[src/rtl/arith_wback_pkg.sv]
// Shared types and constants for the register-file writeback stage.
package arith_wback_pkg;

    localparam int REG_ADDR_W = 6;
    localparam int NUM_REGS   = 64;
    localparam int DATA_W     = 32;
    // Bank select bit inside a register address; it takes part in every compare.
    localparam int BANK_BIT   = 5;

    typedef logic [REG_ADDR_W-1:0] reg_addr_t;

    // One buffered ALU result. valid=0 marks an entry squashed by a newer load.
    typedef struct packed {
        logic                  valid;
        reg_addr_t             dst;
        logic [DATA_W-1:0]     data;
    } wb_entry_t;

    // Forwarding lookup result.
    typedef struct packed {
        logic                  hit;
        logic [DATA_W-1:0]     data;
    } fwd_t;

    // Full-address equality: the bank bit is checked exactly like the index bits.
    function automatic logic addr_eq(input reg_addr_t a, input reg_addr_t b);
        return (a[BANK_BIT] == b[BANK_BIT]) && (a[BANK_BIT-1:0] == b[BANK_BIT-1:0]);
    endfunction

endpackage

[src/rtl/arith_wback_fifo.sv]
// wb_fifo: in-order ALU-result buffer with squash-by-address.
// Entries are exported oldest-first (ent_o[0] is the head); slots beyond the
// current occupancy are reported with valid=0. DEPTH must be a power of two.
module wb_fifo
    import arith_wback_pkg::*;
#(
    parameter int DEPTH = 2
) (
    input  logic                    clk_i,
    input  logic                    rst_ni,
    input  logic                    push_i,
    input  reg_addr_t               push_dst_i,
    input  logic [DATA_W-1:0]       push_data_i,
    input  logic                    pop_i,
    input  logic                    squash_i,
    input  reg_addr_t               squash_dst_i,
    output logic                    empty_o,
    output logic                    full_o,
    output wb_entry_t [DEPTH-1:0]   ent_o
);

    localparam int PTR_W = (DEPTH > 1) ? $clog2(DEPTH) : 1;
    localparam int CNT_W = $clog2(DEPTH + 1);

    logic [PTR_W-1:0]       wr_ptr_q, wr_ptr_d;
    logic [PTR_W-1:0]       rd_ptr_q, rd_ptr_d;
    logic [CNT_W-1:0]       cnt_q, cnt_d;
    wb_entry_t [DEPTH-1:0]  mem_q, mem_d;
    logic                   do_push, do_pop;

    assign empty_o = (cnt_q == '0);
    assign full_o  = (cnt_q == CNT_W'(DEPTH));

    // Pop only when occupied; a push into a full FIFO is fine if a pop frees the slot.
    assign do_pop  = pop_i & ~empty_o;
    assign do_push = push_i & (~full_o | do_pop);

    // Next-state: squash matching entries first, then write the new tail.
    always_comb begin
        mem_d    = mem_q;
        wr_ptr_d = wr_ptr_q;
        rd_ptr_d = rd_ptr_q;
        cnt_d    = cnt_q + CNT_W'(do_push) - CNT_W'(do_pop);
        if (squash_i) begin
            for (int i = 0; i < DEPTH; i++) begin
                if (mem_q[i].valid && addr_eq(mem_q[i].dst, squash_dst_i))
                    mem_d[i].valid = 1'b0;
            end
        end
        if (do_push) begin
            mem_d[wr_ptr_q] = '{valid: 1'b1, dst: push_dst_i, data: push_data_i};
            wr_ptr_d        = wr_ptr_q + PTR_W'(1);
        end
        if (do_pop)
            rd_ptr_d = rd_ptr_q + PTR_W'(1);
    end

    // State registers; reset discards all buffered results.
    always_ff @(posedge clk_i or negedge rst_ni) begin
        if (!rst_ni) begin
            mem_q    <= '0;
            wr_ptr_q <= '0;
            rd_ptr_q <= '0;
            cnt_q    <= '0;
        end else begin
            mem_q    <= mem_d;
            wr_ptr_q <= wr_ptr_d;
            rd_ptr_q <= rd_ptr_d;
            cnt_q    <= cnt_d;
        end
    end

    // Age-ordered view of the occupied slots.
    for (genvar k = 0; k < DEPTH; k++) begin : g_ent
        logic [PTR_W-1:0] idx;
        assign idx      = rd_ptr_q + PTR_W'(k);
        assign ent_o[k] = '{valid: mem_q[idx].valid & (CNT_W'(k) < cnt_q),
                            dst:   mem_q[idx].dst,
                            data:  mem_q[idx].data};
    end

endmodule

[src/rtl/arith_wback.sv]
// arith_wback: register-file writeback stage. Arbitrates load data (highest
// priority, never stalled) against buffered ALU results, drives the single
// registered write port, and keeps the pending-load scoreboard.
// Optional feature macro: ARITH_WBACK_FWD_EN (operand forwarding ports).
module arith_wback
    import arith_wback_pkg::*;
#(
    parameter int JERRY = 0,
    parameter int DEPTH = 2
) (
    input  logic                sys_clk,
    input  logic                reset_n,
    input  logic                res_valid,
    input  logic [DATA_W-1:0]   result,
    input  reg_addr_t           res_dst,
    output logic                res_ready,
    input  logic                ld_valid,
    input  logic [DATA_W-1:0]   ld_data,
    input  reg_addr_t           ld_dst,
    input  logic                sb_set,
    input  reg_addr_t           sb_set_addr,
    input  reg_addr_t           chk_a,
    input  reg_addr_t           chk_b,
    output logic                hazard_a,
    output logic                hazard_b,
    output logic                rf_we,
    output reg_addr_t           rf_waddr,
    output logic [DATA_W-1:0]   rf_wdata
`ifdef ARITH_WBACK_FWD_EN
    ,
    output logic                fwd_a_hit,
    output logic [DATA_W-1:0]   fwd_a_data,
    output logic                fwd_b_hit,
    output logic [DATA_W-1:0]   fwd_b_data
`endif
);

    // DSP and GPU builds behave identically here.
    if (JERRY != 0) begin : g_dsp_build
    end else begin : g_gpu_build
    end

    logic                   rf_we_q, rf_we_d;
    reg_addr_t              rf_waddr_q, rf_waddr_d;
    logic [DATA_W-1:0]      rf_wdata_q, rf_wdata_d;
    logic [NUM_REGS-1:0]    sb_q, sb_d;

    logic                   fifo_empty, fifo_full;
    logic                   push, pop, bypass;
    wb_entry_t [DEPTH-1:0]  ent;
    wb_entry_t              head;

    wb_fifo #(.DEPTH(DEPTH)) u_fifo (
        .clk_i        (sys_clk),
        .rst_ni       (reset_n),
        .push_i       (push),
        .push_dst_i   (res_dst),
        .push_data_i  (result),
        .pop_i        (pop),
        .squash_i     (ld_valid),
        .squash_dst_i (ld_dst),
        .empty_o      (fifo_empty),
        .full_o       (fifo_full),
        .ent_o        (ent)
    );

    assign head      = ent[0];
    assign res_ready = ~fifo_full;

    // Write-port arbitration: load > FIFO head > direct bypass of a fresh result.
    always_comb begin
        bypass     = ~ld_valid & fifo_empty & res_valid;
        pop        = ~ld_valid & ~fifo_empty;
        // A result offered while full is dropped.
        push       = res_valid & ~fifo_full & ~bypass;
        rf_we_d    = 1'b0;
        rf_waddr_d = rf_waddr_q;
        rf_wdata_d = rf_wdata_q;
        if (ld_valid) begin
            rf_we_d    = 1'b1;
            rf_waddr_d = ld_dst;
            rf_wdata_d = ld_data;
        end else if (pop) begin
            // A squashed head still drains its slot but writes nothing.
            rf_we_d = head.valid;
            if (head.valid) begin
                rf_waddr_d = head.dst;
                rf_wdata_d = head.data;
            end
        end else if (bypass) begin
            rf_we_d    = 1'b1;
            rf_waddr_d = res_dst;
            rf_wdata_d = result;
        end
    end

    // Scoreboard update: a new pending mark outranks a clear from the returning load.
    always_comb begin
        sb_d = sb_q;
        if (ld_valid) sb_d[ld_dst]      = 1'b0;
        if (sb_set)   sb_d[sb_set_addr] = 1'b1;
    end

    // Registered write port and scoreboard.
    always_ff @(posedge sys_clk or negedge reset_n) begin
        if (!reset_n) begin
            rf_we_q    <= 1'b0;
            rf_waddr_q <= '0;
            rf_wdata_q <= '0;
            sb_q       <= '0;
        end else begin
            rf_we_q    <= rf_we_d;
            rf_waddr_q <= rf_waddr_d;
            rf_wdata_q <= rf_wdata_d;
            sb_q       <= sb_d;
        end
    end

    assign rf_we    = rf_we_q;
    assign rf_waddr = rf_waddr_q;
    assign rf_wdata = rf_wdata_q;

`ifdef ARITH_WBACK_FWD_EN
    // Youngest match wins: write-port register, then FIFO oldest to newest,
    // with each later match overriding the earlier one.
    function automatic fwd_t fwd_lookup(input reg_addr_t c,
                                        input wb_entry_t [DEPTH-1:0] e,
                                        input logic we, input reg_addr_t wa,
                                        input logic [DATA_W-1:0] wd);
        fwd_t f;
        f = '0;
        if (we && addr_eq(wa, c)) f = '{hit: 1'b1, data: wd};
        for (int k = 0; k < DEPTH; k++) begin
            if (e[k].valid && addr_eq(e[k].dst, c)) f = '{hit: 1'b1, data: e[k].data};
        end
        return f;
    endfunction

    fwd_t fwd_a, fwd_b;

    // Forwardable values no longer stall; only outstanding loads do.
    always_comb begin
        fwd_a    = fwd_lookup(chk_a, ent, rf_we_q, rf_waddr_q, rf_wdata_q);
        fwd_b    = fwd_lookup(chk_b, ent, rf_we_q, rf_waddr_q, rf_wdata_q);
        hazard_a = sb_q[chk_a];
        hazard_b = sb_q[chk_b];
    end

    assign fwd_a_hit  = fwd_a.hit;
    assign fwd_a_data = fwd_a.data;
    assign fwd_b_hit  = fwd_b.hit;
    assign fwd_b_data = fwd_b.data;
`else
    function automatic logic fifo_hit(input reg_addr_t c, input wb_entry_t [DEPTH-1:0] e);
        logic h;
        h = 1'b0;
        for (int k = 0; k < DEPTH; k++) begin
            if (e[k].valid && addr_eq(e[k].dst, c)) h = 1'b1;
        end
        return h;
    endfunction

    // A register is unsafe while a load is pending or a newer value is still in flight.
    always_comb begin
        hazard_a = sb_q[chk_a] | fifo_hit(chk_a, ent) | (rf_we_q & addr_eq(rf_waddr_q, chk_a));
        hazard_b = sb_q[chk_b] | fifo_hit(chk_b, ent) | (rf_we_q & addr_eq(rf_waddr_q, chk_b));
    end
`endif

endmodule

[config.mk]
export PLATFORM = sky130hd
export DESIGN_NAME = arith_wback
export DESIGN_NICKNAME = d
export VERILOG_FILES = /design/src/rtl/arith_wback_pkg.sv /design/src/rtl/arith_wback_fifo.sv /design/src/rtl/arith_wback.sv
export SDC_FILE = /design/constraint.sdc
export NUM_CORES = 1
export LEC_CHECK = 0
export BUFFER_PORTS_ARGS = -buffer_cell sky130_fd_sc_hd__buf_2
export CAP_MARGIN = 20
export CORE_MARGIN = 3
export CORE_UTILIZATION = 50
export DETAILED_ROUTE_END_ITERATION = 16
export PLACE_DENSITY = 0.83
export SYNTH_ARGS = -nofsm -noshare
export SYNTH_HDL_FRONTEND = slang
export SYNTH_SLANG_ARGS = --single-unit
[constraint.sdc]
create_clock -name sys_clk -period 5.87 [get_ports sys_clk]
set_clock_uncertainty 0.05 [all_clocks]
set_input_delay 0.2935 -clock sys_clk [delete_from_list [all_inputs] [get_ports sys_clk]]
set_output_delay 0.2935 -clock sys_clk [all_outputs]
set_load 0.01 [all_outputs]
=== Word level (Yosys, flattened, before mapping) ===
Index checks and enable logic that the tools add are counted.

* Flip-flop bits (word level): 185
* Bits of input ports: 99
* Output and inout port bits: 42
* Logic and storage cells: 127

* $add $sub $neg: 4
* Magnitude comparators: 12
* Eq/ne operators: 18
* Muxes and demuxes: 37
* Bitwise operators: 23
* Reduce and logical (&&, ||, !) cells: 20

{| class="wikitable"
|+ Operators with widths
! cell !! count
|-
| 2-to-1 mux 39 bit || 5
|-
| 2-to-1 mux 32 bit || 4
|-
| 2-to-1 mux 64 bit || 2
|-
| bitwise mux 78 bit || 1
|-
| 2-to-1 mux 78 bit || 1
|-
| AND 64 bit || 1
|-
| NOT 64 bit || 1
|-
| OR 64 bit || 1
|-
| == test 5 bit || 8
|-
| demux 39 bit (select 1 bit) || 1
|-
| < comparator 6 x 7 -> 1 bit, second input constant || 4
|-
| 2-to-1 mux 6 bit || 4
|-
| logical AND 1 bit || 17
|-
| 2-to-1 mux 1 bit || 15
|-
| binary-select mux 1 bit (select 6 bit) || 2
|-
| demux 1 bit (select 6 bit) || 2
|-
| greater-or-equal comparator 6 x 1 -> 1 bit, second input constant || 2
|-
| AND 1 bit || 11
|-
| == test 1 bit || 8
|-
| < comparator 1 x 2 -> 1 bit, second input constant || 3
|-
| OR 1 bit || 5
|-
| < comparator 1 x 2 -> 1 bit, first input constant || 2
|-
| NOT 1 bit || 4
|-
| inequality test 3 bit, second input constant || 1
|-
| 8 further kinds || 9
|}

=== Logic depth before layout (Yosys ltp) ===
* Word-level depth: 9
* Mapped depth: 8
* Mapped depth without buffers: 7

=== Modules after synthesis ===
From an unflattened synthesis, not the netlist that was laid out.

* Cells, all modules: 946
* Area, all modules: 10546.4 µm²

{| class="wikitable"
|+ By module, submodules not included
! module !! instances !! cells an instance !! area an instance (µm²) !! seq. area each (µm²)
|-
| arith_wback || 1 || 653 || 6297.3 || 2577.5
|-
| wb_fifo || 1 || 293 || 4249.1 || 2052.0
|}

=== Worst setup path after synthesis ===
Ideal clock, no wire load.

* Kind: input port to output port
* Start point: input chk_a[1]
* End point: output hazard_a
* Arrival time: 1.991 ns
* Data required time: 5.527 ns
* Path slack: 3.535 ns
* Cell stages on the path: 5
* Path buffers: 1
* Cells stage by stage: buf_2 > mux4_2 > mux4_2 > a31o_1 > a311o_1

* Longest elaborated chain between the ends: 7
* Elaborated cells on any way between the ends: 15
* Those cells by class: eq/ne: 3; mux: 4; bitwise: 3; reduce/logical: 5

{| class="wikitable"
|+ RTL lines
! element !! line !! text
|-
| from (decl) || arith_wback.sv:22 || <nowiki>input reg_addr_t chk_a,</nowiki>
|-
| parallel branches: the longest is 6 deep, another holds binary-select mux 1 bit (select 6 bit) || - ||
|-
| OR 1 bit (*) || arith_wback.sv:165 || <nowiki>hazard_a = sb_q[chk_a] | fifo_hit(chk_a, ent) | (rf_we_q & addr_eq(rf_waddr_q, chk_a));</nowiki>
|-
| to (decl) || arith_wback.sv:24 || <nowiki>output logic hazard_a,</nowiki>
|}

Mark *: on every way between the ends. The select of a mux whose other input is x is not followed.

=== Worst setup path after layout ===
* Start point: register u_fifo.rd_ptr_q
* End point: output hazard_b

* Longest elaborated chain between the ends: 9
* Elaborated cells on any way between the ends: 19
* Those cells by class: add/sub: 1; eq/ne: 4; mux: 6; bitwise: 4; reduce/logical: 4

{| class="wikitable"
|+ RTL lines
! element !! line !! text
|-
| from (decl) || arith_wback_fifo.sv:26 || <nowiki>logic [PTR_W-1:0] rd_ptr_q, rd_ptr_d;</nowiki>
|-
| from (signal assigned) || arith_wback_fifo.sv:68 || <nowiki>rd_ptr_q <= rd_ptr_d;</nowiki>
|-
| adder 1 bit or 2-to-1 mux 39 bit (tied branches) || arith_wback_fifo.sv:76, arith_wback_fifo.sv:77 ||
|-
| 2-to-1 mux 39 bit (implied by the code) || arith_wback_fifo.sv:77 || <nowiki>assign ent_o[k] = '{valid: mem_q[idx].valid & (CNT_W'(k) < cnt_q),</nowiki>
|-
| 2-to-1 mux 39 bit (implied by the code) (tied with other cells) || arith_wback_fifo.sv:77 ||
|-
| == test 5 bit (tied with other cells) || arith_wback_pkg.sv:27 || <nowiki>return (a[BANK_BIT] == b[BANK_BIT]) && (a[BANK_BIT-1:0] == b[BANK_BIT-1:0]);</nowiki>
|-
| logical AND 1 bit, on equally long branches || arith_wback_pkg.sv:27, arith_wback.sv:158 ||
|-
| logical AND 1 bit or 2-to-1 mux 1 bit (tied branches) || arith_wback.sv:158 || <nowiki>if (e[k].valid && addr_eq(e[k].dst, c)) h = 1'b1;</nowiki>
|-
| 2-to-1 mux 1 bit (*) || arith_wback.sv:158 ||
|-
| OR 1 bit (*) (2 in a row) || arith_wback.sv:166 || <nowiki>hazard_b = sb_q[chk_b] | fifo_hit(chk_b, ent) | (rf_we_q & addr_eq(rf_waddr_q, chk_b));</nowiki>
|-
| to (decl) || arith_wback.sv:25 || <nowiki>output logic hazard_b,</nowiki>
|}

Every way passes the cells marked *; elsewhere a longest branch is shown, timed or not. The select of a mux whose other input is x is not followed.

==> impl_metrics.ini <==
[routing]
drc = 0
dr.pass1.iters = 5
ant_nets = 0
wl_per_cell_um = 20.11
wirelength_um = 25380
vias_per_cell = 6.171
dr_total_vias = 7788
drtIter0Drc = 719

[sta]
setup_tns_ps = 0
finalCriticalPeriod_ps = 3083
setup_viol = 0
rsz0062_at_grt = no
slew_viol_final = 0
setup_ws_ps = 2787
fmax_ghz = 0.3244
post-route-period-util_pct = 52.52
tightest_slew_ps = 1074
hold_violations = 0
slew_headroom_pct = 28.41
hold_slack_ps = 62.71

[final_layout]
nets = 1091
fill_cells = 1502
antenna_cells = 0
area_growth_pct = 14.27
drive_gt1_share_pct = 30.14
fin_util_pct = 59.05

[synth]
yosysMostFrequentCell = dfrtp_1
synthCells = 891
synth-edff-count = 0
synth.distinct_cells = 40
synth_area_sq_um = 9796
yosys.area.top_type = dfrtp_1
seq_area_frac_synth_pct = 47.26
synthTopCellsByCount = dfrtp_1 (185), o21ai_0 (162), mux2_2 (78)
syn-num-nets = 992
synth.top_cell.area_share_pct = 47.26
ys_seq_elements = 185
synth-main-ff-cell = dfrtp_1
synthTopCellsByArea = dfrtp_1 (47%), mux2_2 (9.0%), o21ai_0 (8.3%), mux4_2 (7.4%), mux2i_1 (5.4%)
async_reset_ff_share_pct = 100.0
yosys_warnings = 0
postSynthAreaPerCell_sq_um = 10.99

[die]
start_util_pct = 51.68
io_pins = 141
fp.dieH_um = 146.0
std_cell_rows = 50
die-area_sq_um = 21310
core-area_sq_um = 18960
die_x_um = 146.0

[global_route]
grt_max_degree = 96
grt_pass1_wl_um = 41060
groute.usage.overall_pct = 23.86
grt-ovfl-total = 0
grt_pass1_vias = 7865
antenna_found_initial = 4

[worst_setup_path]
crit_fanout = 15
critPathLaunch = u_fifo.rd_ptr_q
crit_type = reg -> out
crit_arrival_ps = 2740
critPathLaunchType = flip-flop
worst_ep_required_time_ps = 5530
cp-end-kind = primary output
reg2reg_from = u_fifo.rd_ptr_q

[clocking]
clock_path_buffers = 2
post_cts_resized = 0
ctsHoldBuffers = 1
cts_root_buf = clkbuf_16
cts.sinks = 185
clk_pin_slew_ps = 70
clk_latency_ps = 440
cts_tree = built
post_cts_buffers = 0
htreeDepth = 4
cts_buffers = 17

[pwr]
irDropWorstVdd_uv = 272.8
p_per_area_nw_per_um2 = 476.3
p_leak_nw = 4.773

[placed_design]
gp_congestion = 0.8890
port_buffers = 140
post-place-ws_ps = 3010
dp_hpwl_um = 16870

[hold_path]
hold_class = in -> reg
hp-start = result[20]

[run]
drv_cap = 0

[status]
outcome = finished clean
## cell usage in the layout (no fill, tap or decap), types with 32 or more instances in the layout
| master | netlist | layout |
|---|---|---|
| dfrtp_1 | 185 | 184 |
| o21ai_0 | 162 | 162 |
| buf_2 | 11 | 139 |
| mux2_2 | 78 | 78 |
| mux2i_1 | 53 | 53 |
| nor2_1 | 52 | 52 |
| nand2_1 | 45 | 44 |
| a21oi_1 | 43 | 43 |
| a211oi_1 | 40 | 39 |
| mux4_2 | 32 | 32 |
## cell type report
type                            count  area [sq um]  area share, %
Clock inverter                     12         128.9          1.151
Inverter                            6         22.52         0.2012
Sequential cell                   185          4631          41.37
Timing Repair Buffer              147         762.0          6.808
Clock buffer                       19         442.9          3.957
Multi-Input combinational cell    633          4881          43.61
Tap cell                          260         325.3          2.906
## per-layer routing
metal / global-route usage (%) / vias to the layer above / wire length [um]
li1: - / 3472 / -
met1: 31.98 / 3821 / 10490
met3: 6.322 / 86 / 2100
met5: 0 / - / 78
met2: 37.52 / 401 / 11990
met4: 9.172 / 8 / 729
## worst paths after layout
check,end,slack (ps),cells after the start
worst min register to register,rf_wdata[27],430,2
worst max-delay path,hazard_b,2790,7
worst min-delay path,flip-flop,60,2
worst max register to register,rf_waddr[3],3180,7
min in group asynchronous,rf_wdata[19],460,2
max in group asynchronous,u_fifo.rd_ptr_q,3960,3
## report_power, final
group          internal [mW]  switching (mW)
clock network          0.609           0.522
logic                  0.996            1.05
registers               1.79           0.363
## logic make-up after synthesis
| group | count (synthesis) | share of synthesized area, % |
|---|---|---|
| compound gates | 257 | 14.56 |
| flops | 185 | 47.26 |
| mux | 166 | 22.54 |
| simple gates | 156 | 7.638 |
| buf+inv | 73 | 3.091 |
| xor+xnor | 52 | 4.649 |
| fa+ha+maj | 2 | 0.2554 |
## stage by stage
step	instance area, sq um	power [mW]	instances
final	11190	5.331	1262
after global routing	11190	5.679	1262
after global placement	10610	4.088	1230
after CTS	11190	5.341	1262
after detailed placement	10610	4.191	1230
after floorplan	9796	3.608	891
## critical path, stage by stage (launching register included)
cell	delay [ps]
dfrtp_2	620
mux2i_1	390
xnor2_1	110
or4_1	470
nor4_1	250
nor3_1	150
o211ai_1	140
buf_2	170
Power figures use the tool's default switching activity.
